**src/rtl/fpaddsub_pkg.sv**
```systemverilog
// Shared definitions for the FP add/subtract datapath.
//   MW_DEFAULT      default fraction width (mantissas are MW+1 bits with hidden bit)
//   LZC_W_DEFAULT   leading-zero count width for the default MW
//   OP_ADD/OP_SUB   effective-operation encoding
//   exec_payload_t  execute-stage result record at the default width
// Optional feature macro: FPADDSUB_EXEC_LZC_EN adds the lzc field to the payload.
package fpaddsub_pkg;

    localparam int unsigned MW_DEFAULT    = 24;
    localparam int unsigned LZC_W_DEFAULT = $clog2(MW_DEFAULT + 2) + 1;

    localparam logic OP_ADD = 1'b0;
    localparam logic OP_SUB = 1'b1;

    // Field order matches the per-stage register layout in fpaddsub_execute_pipe.
    typedef struct packed {
        logic [MW_DEFAULT+1:0]    sum;
        logic [1:0]               gso;
        logic                     sgn;
        logic                     zero;
`ifdef FPADDSUB_EXEC_LZC_EN
        logic [LZC_W_DEFAULT-1:0] lzc;
`endif
    } exec_payload_t;

endpackage

```
**src/rtl/fpaddsub_exec_lzc.sv**
```systemverilog
// Priority leading-zero counter.
//   value  input  WIDTH  word to scan from the MSB down
//   count  output CNT_W  number of leading zeros; WIDTH when value is zero
// Only instantiated when FPADDSUB_EXEC_LZC_EN is defined.
module fpaddsub_exec_lzc
    import fpaddsub_pkg::*;
#(
    parameter int unsigned WIDTH = MW_DEFAULT + 2,
    parameter int unsigned CNT_W = $clog2(WIDTH) + 1
) (
    input  logic [WIDTH-1:0] value,
    output logic [CNT_W-1:0] count
);

    // Scanning upward, the last set bit seen is the most significant one.
    always_comb begin
        count = CNT_W'(WIDTH);
        for (int i = 0; i < int'(WIDTH); i++) begin
            if (value[i]) begin
                count = CNT_W'(int'(WIDTH) - 1 - i);
            end
        end
    end

endmodule

```
**src/rtl/fpaddsub_execute_pipe.sv**
```systemverilog
// Pipelined mantissa add/subtract execute stage (between alignment and normalisation).
// Ports:
//   clk, rst_n            clock, asynchronous active-low reset
//   in_valid / in_ready   operand handshake (in_ready combinational from out_ready)
//   Mmax, Mmin            aligned mantissas, MW+1 bits, Mmax >= Mmin expected
//   G, S                  guard/sticky shifted out of Mmin
//   Sa, Sb, MaxAB, OpMode operand signs, larger-operand select, 0=add 1=sub
//   out_valid / out_ready result handshake
//   Sum                   MW+2-bit magnitude (carry at MSB)
//   GSo                   residual guard/sticky
//   Sgn                   result sign (not forced positive on zero)
//   Zero                  Sum==0 and GSo==0
//   Lzc                   leading zeros of Sum (only with FPADDSUB_EXEC_LZC_EN)
// Parameters: MW fraction width, STAGES register stages (legal 1..4) = latency.
// Optional feature macro: FPADDSUB_EXEC_LZC_EN.
module fpaddsub_execute_pipe
    import fpaddsub_pkg::*;
#(
    parameter int unsigned MW     = MW_DEFAULT,
    parameter int unsigned STAGES = 2
) (
    input  logic          clk,
    input  logic          rst_n,
    input  logic          in_valid,
    output logic          in_ready,
    input  logic [MW:0]   Mmax,
    input  logic [MW:0]   Mmin,
    input  logic          G,
    input  logic          S,
    input  logic          Sa,
    input  logic          Sb,
    input  logic          MaxAB,
    input  logic          OpMode,
    output logic          out_valid,
    input  logic          out_ready,
    output logic [MW+1:0] Sum,
    output logic [1:0]    GSo,
    output logic          Sgn,
    output logic          Zero
`ifdef FPADDSUB_EXEC_LZC_EN
    ,
    output logic [$clog2(MW+2):0] Lzc
`endif
);

    localparam int unsigned RW = MW + 4;
    localparam int unsigned LW = $clog2(MW + 2) + 1;

    // Same field order as fpaddsub_pkg::exec_payload_t, sized by MW.
    typedef struct packed {
        logic [MW+1:0] sum;
        logic [1:0]    gso;
        logic          sgn;
        logic          zero;
`ifdef FPADDSUB_EXEC_LZC_EN
        logic [LW-1:0] lzc;
`endif
    } payload_t;

    // ------------------------------------------------------------------
    // Arithmetic in front of stage 0
    // ------------------------------------------------------------------
    logic          op_eff;
    logic [RW-1:0] ext_max;
    logic [RW-1:0] ext_min;
    logic [RW-1:0] r;
    logic [MW+1:0] sum_raw;
    payload_t      stage_in;

    always_comb begin
        op_eff  = OpMode ^ Sa ^ Sb;
        ext_max = {1'b0, Mmax, 2'b00};
        ext_min = {1'b0, Mmin, G, S};
        // Wraps modulo 2^RW if Mmax < Mmin; callers guarantee ordering.
        r       = (op_eff == OP_SUB) ? (ext_max - ext_min) : (ext_max + ext_min);
    end

    assign sum_raw = r[RW-1:2];

`ifdef FPADDSUB_EXEC_LZC_EN
    logic [LW-1:0] lzc_raw;

    fpaddsub_exec_lzc #(
        .WIDTH (MW + 2),
        .CNT_W (LW)
    ) u_lzc (
        .value (sum_raw),
        .count (lzc_raw)
    );
`endif

    always_comb begin
        stage_in.sum  = sum_raw;
        stage_in.gso  = r[1:0];
        // B larger: its effective sign flips when subtracting.
        stage_in.sgn  = MaxAB ? (Sb ^ OpMode) : Sa;
        stage_in.zero = (r == '0);
`ifdef FPADDSUB_EXEC_LZC_EN
        stage_in.lzc  = lzc_raw;
`endif
    end

    // ------------------------------------------------------------------
    // Elastic register chain with collapsing bubbles
    // ------------------------------------------------------------------
    logic [STAGES-1:0] v_q;
    logic [STAGES-1:0] v_d;
    logic [STAGES-1:0] adv;
    logic [STAGES-1:0] load;
    payload_t          data_q  [STAGES];
    payload_t          up_data [STAGES];

    always_comb begin : ctrl
        logic tail_full;
        tail_full = 1'b1;
        adv       = '0;
        load      = '0;
        v_d       = v_q;
        // A stage is blocked only when it and every stage after it are full
        // and the sink is not taking; this flattens the ready chain.
        for (int k = int'(STAGES) - 1; k >= 0; k--) begin
            tail_full = tail_full & v_q[k];
            adv[k]    = v_q[k] & ~(tail_full & ~out_ready);
        end
        load[0] = in_valid & (~v_q[0] | adv[0]);
        for (int k = 1; k < int'(STAGES); k++) begin
            load[k] = adv[k-1];
        end
        for (int k = 0; k < int'(STAGES); k++) begin
            v_d[k] = load[k] | (v_q[k] & ~adv[k]);
        end
    end

    always_comb begin
        up_data[0] = stage_in;
        for (int k = 1; k < int'(STAGES); k++) begin
            up_data[k] = data_q[k-1];
        end
    end

    always_ff @(posedge clk or negedge rst_n) begin
        if (!rst_n) begin
            v_q <= '0;
            for (int k = 0; k < int'(STAGES); k++) begin
                data_q[k] <= '0;
            end
        end else begin
            v_q <= v_d;
            for (int k = 0; k < int'(STAGES); k++) begin
                if (load[k]) begin
                    data_q[k] <= up_data[k];
                end
            end
        end
    end

    assign in_ready  = ~v_q[0] | adv[0];
    assign out_valid = v_q[STAGES-1];
    assign Sum       = data_q[STAGES-1].sum;
    assign GSo       = data_q[STAGES-1].gso;
    assign Sgn       = data_q[STAGES-1].sgn;
    assign Zero      = data_q[STAGES-1].zero;
`ifdef FPADDSUB_EXEC_LZC_EN
    assign Lzc       = data_q[STAGES-1].lzc;
`endif

endmodule

```
**config.mk**
```make
export PLATFORM = sky130hd
export DESIGN_NAME = fpaddsub_execute_pipe
export DESIGN_NICKNAME = d
export VERILOG_FILES = /design/src/rtl/fpaddsub_pkg.sv /design/src/rtl/fpaddsub_exec_lzc.sv /design/src/rtl/fpaddsub_execute_pipe.sv
export SDC_FILE = /design/constraint.sdc
export NUM_CORES = 1
export LEC_CHECK = 0
export ABC_AREA = 1
export BUFFER_PORTS_ARGS = -buffer_cell sky130_fd_sc_hd__buf_2
export CORE_ASPECT_RATIO = 0.7
export CORE_UTILIZATION = 56
export CTS_BUF_LIST = sky130_fd_sc_hd__clkbuf_8
export DETAILED_ROUTE_END_ITERATION = 7
export GPL_TIMING_DRIVEN = 0
export MAX_ROUTING_LAYER = met4
export PLACE_DENSITY = 0.78
export SLEW_MARGIN = 20
export SYNTH_ARGS = -nofsm -noshare
export SYNTH_HDL_FRONTEND = slang
export SYNTH_HIERARCHICAL = 1
export SYNTH_SLANG_ARGS = --single-unit
```
**constraint.sdc**
```tcl
create_clock -name clk -period 2.8 [get_ports clk]
set_clock_uncertainty 0.05 [all_clocks]
set_input_delay 0.14 -clock clk [delete_from_list [all_inputs] [get_ports clk]]
set_output_delay 0.14 -clock clk [all_outputs]
set_load 0.02 [all_outputs]
```
# ---- Yosys cells after proc, flatten, opt, wreduce, memory -nomap -nowiden
# Cells that the tools add are included.
dict set report totals {
  regBits 62
  latch_bits 0
  ramBits 0
  rom_bits 0
  input_bits 60
  out_inout_bits 32
  word_cells 34
  n_memories 0
}
dict set report op_classes {
  add_sub_neg 2
  mul 0
  div_mod_pow 0
  magnitude_cmp 0
  eq_ne 0
  shifts 0
  n_mux 2
  bitwise 20
  n_reduce_logical 1
}
# op n
set ops {}
lappend ops {{adder 27 x 27 -> 28 bit} 1}
lappend ops {{zero test 28 bit} 1}
lappend ops {{2-to-1 mux 28 bit} 1}
lappend ops {{subtractor 27 x 27 -> 28 bit} 1}
lappend ops {{AND 1 bit} 8}
lappend ops {{NOT 1 bit} 6}
lappend ops {{OR 1 bit} 3}
lappend ops {{XOR 1 bit} 3}
lappend ops {{2-to-1 mux 1 bit} 1}

# ---- Longest topological paths before layout
dict set report logic_depth {
  ltp_word 7
  ltp_mapped 21
  ltp_nobuf 20
}

# ---- Worst setup path after synthesis
# OpenSTA, ideal clock, no wires.
dict set report synth_path {
  path_kind {input-to-reg}
  start {input Mmax[0]}
  end {register data_q[30] (netlist name)}
  setup_ns 0.066
  arrival_ns 1.729
  required_time_ns 2.684
  slack_ns 0.955
  cell_stages 17
  path_cell_list {ha_1 > fa_1 > nand2_1 > nand2_1 > nand3_1 > nand2_1 > nand2_1 > nand3_1 > nand2_1 > nand2_1 > nand2_1 > nand2_1 > nor2_1 > nand3_1 > nor2_1 > nand3_1 > nand2_1}
}
dict set report synth_via {
  elab_chain_len 3
  word_cells_on_any_way 4
}
# element line_no
set synth_lines {}
lappend synth_lines {{from (decl)} fpaddsub_execute_pipe.sv:26} ;# input logic [MW:0] Mmax,
lappend synth_lines {{adder 27 x 27 -> 28 bit / subtractor 27 x 27 -> 28 bit (equally long branches)} fpaddsub_execute_pipe.sv:75} ;# r = (op_eff == OP_SUB) ? (ext_max - ext_min) : (ext_max + ext_min);
lappend synth_lines {{2-to-1 mux 28 bit (*)} fpaddsub_execute_pipe.sv:75}
lappend synth_lines {{zero test 28 bit (*)} fpaddsub_execute_pipe.sv:97} ;# stage_in.zero = (r == '0);
lappend synth_lines {{to (signal, indexed assignment)} fpaddsub_execute_pipe.sv:151} ;# data_q[k] <= up_data[k];
lappend synth_lines {{to (decl)} fpaddsub_execute_pipe.sv:110} ;# payload_t data_q [STAGES];
# Every way passes the cells marked *; elsewhere a longest branch is shown, timed or not.
# A chain may end at the register's enable or synchronous reset.

# ---- Worst setup path in the final report
# Same ends and word-level chain as after synthesis.

==> reports/summary.txt <==
Slew @ Worst Pin: 756.8 ps
fin util: 65.89%
Initial Utilization: 58.46%
synthesized net count: 1186
routed via count: 6859
commonest non-fill, non-tap cell in the layout: nand2_1
Post-DP HPWL: 15.75 mm
Mapped Area: 0.006530 mm^2
core box area: 0.01117 mm^2
setup TNS: 0 ps
Inserted Diodes: 0
Hold Path Class: in -> reg
max_slew headroom: 49.55%
clk root buf: clkbuf_8
first-pass GRT wire length: 30.65 mm
Worst Setup End Kind: flip-flop
most frequent cells in the layout: 392 x nand2_1, 172 x inv_1, 105 x buf_2
Leak: 4.343 nW
PD cells: 494.9 mW/mm^2
Non-Filler Instances: 1335
CP Data Arrival Time: 2430 ps
largest net degree at the start of global routing: 63
overall routing resource usage: 34.36%
Post-route DRC: 0
status: completed
DRT Pass-1 Iters: 7
clock transition at the registers of the reported paths: 70 ps
CTS Buf Count: 9
kind of critical path: in -> reg
clock latency at the later pin of the worst-skew pair: 350 ps
die height: 92.35 um
RSZ-0062 raised after global routing: no
placed inst area: 0.007179 mm^2
initial antenna violation count: 0
yosys warns: 6
IO Pins: 92
GR Overflow Total: 0
H-Tree Depth: 3
CTS resizes: 0
final setup vio count: 0
Setup Buffers After CTS: 0
final net count: 1290
max cap viols: 0
GPL Wtd Cong: 0.9431
die area: 0.01210 mm^2
Post-Synthesis Cells: 1073
Max Freq: 0.4540 GHz
Placed Cells: 1317
FF+latch count, synth: 62
wirelength, routed: 19.08 mm
Hold Vio Cnt, Final: 0
largest fanout on the critical path: 4
post-route cell area: 0.007361 mm^2
Tmin final: 2202 ps
CP Launch Type: input port
std cell rows: 32
Num Clock Sinks: 62
worst path required time: 3030 ps
layout cells sized above 1: 15.82%
Final Cycle Share: 78.66%
share of the yosys chip area belonging to registers: 23.76%
max-slew violations: 0
I/O Buffers: 91
Die Wd: 131.1 um
CTS tree: built
hold-fix buffer count after cts: 2
maximum VDD drop: 0.4672 mV
ANT nets after route: 0
clock buffer depth: 2
vias in the first global route: 6184
Avg Cell Area, Syn: 6.086 um^2
Vias/cell: 5.138
DRT iter0 DRCs: 675
Distinct cells, synth: 32
DR WL/cell: 14.29 um
synthesis-to-finish area growth: 12.72%
Tot Pwr: 0.003643 W
==> logic make-up after synthesis <==
logic type      count (synthesis)  synth area share (%)
simple gates                  601                 37.48
buf+inv                       230                 15.56
compound gates                101                 8.565
flops                          62                 23.76
fa+ha+maj                      53                 10.27
mux                            23                 3.966
xor+xnor                        3                0.4024
==> worst max-delay path, stage by stage <==
cell and delay (ps):
buf_2 110, ha_1 250, fa_1 430, nand2_1 100
nand2_1 80, nand3_1 100, nand2_1 70, nand2_1 140
nand3_1 180, nand2_1 100, nand2_1 120, nand3_1 100
nand2_1 50, nand2_1 100, nand3_1 90, nor2_1 100
nand3_1 90, nand2_1 80
==> cells in the mapped netlist <==
master	n	area [um^2]
nor3_1	5	25.02
o22ai_1	1	6.260
clkinv_1	1	3.750
o21ai_1	3	15.01
mux2_2	23	259.0
clkbuf_1	9	33.78
clkbuf_2	2	10.01
nand3_1	76	380.4
ha_1	52	650.6
buf_6	2	22.52
a21oi_1	33	165.2
inv_1	167	626.9
o21ai_0	40	200.2
o21a_1	2	15.01
buf_4	31	232.7
fa_1	1	20.02
inv_2	3	11.26
nand2_1	392	1471
o211ai_1	2	15.01
nand4_1	14	87.58
a21oi_2	2	17.52
xnor2_1	1	8.760
dfrtp_1	62	1551
o21bai_1	9	67.56
nand3b_1	7	52.55
buf_2	15	75.07
nand2_2	4	25.02
nor3_2	3	30.03
xor2_1	2	17.52
nor2_1	100	375.4
a21o_1	1	7.510
a31oi_1	8	50.05
==> worst paths after layout <==
check	startpoint	end	slack, ps	cells after the start
max	Mmax[0]	data_q[30]$_DFFE_PN0P_	600	18
min	MaxAB	data_q[31]$_DFFE_PN0P_	40	3
min in group asynchronous	rst_n	v_q[1]$_DFF_PN0_	360	2
max in group asynchronous	rst_n	Sum[25]$_DFFE_PN0P_	1830	2
min reg2reg	v_q[0]$_DFF_PN0_	v_q[1]$_DFF_PN0_	430	2
max reg2reg	v_q[1]$_DFF_PN0_	data_q[49]$_DFFE_PN0P_	700	6
==> flip-flops by register name, indices dropped and copies added (netlist names) <==
name	count
data_q	30
GSo	2
Sum	26
Zero	1
v_q	2
Sgn	1
==> where the power goes <==
| group | internal [W] | switching, W |
|---|---|---|
| Combinational | 0.000689 | 0.00107 |
| Sequential | 0.00112 | 0.000114 |
| Clock | 0.000327 | 0.000322 |
==> metal layers <==
layer | routed length [um] | track usage (%)
met5 | 0 | -
met4 | 349 | 8.142
met3 | 1576 | 5.315
met2 | 7770 | 49.34
met1 | 9382 | 50.33
==> through the flow <==
step	hold WS (ps)	setup WS [ps]
4_1_cts	35.79	644.3
2_1_floorplan	-205.6	955.2
5_1_grt	52.51	393.0
3_3_place_gp	287.5	346.3
6_report	35.95	597.6
3_5_place_dp	199.5	294.7
==> area by class of cell <==
cell class / instances / area [um^2]
Sequential cell: 62 / 1551
Tap cell: 153 / 191.4
Clock buffer: 10 / 137.6
Inverter: 171 / 641.9
Buffer: 59 / 374.1
Clock inverter: 6 / 23.77
Timing Repair Buffer: 93 / 478.0
Fill cell: 1075 / 3810
Multi-Input combinational cell: 781 / 3963
Power figures use the tool's default switching activity.
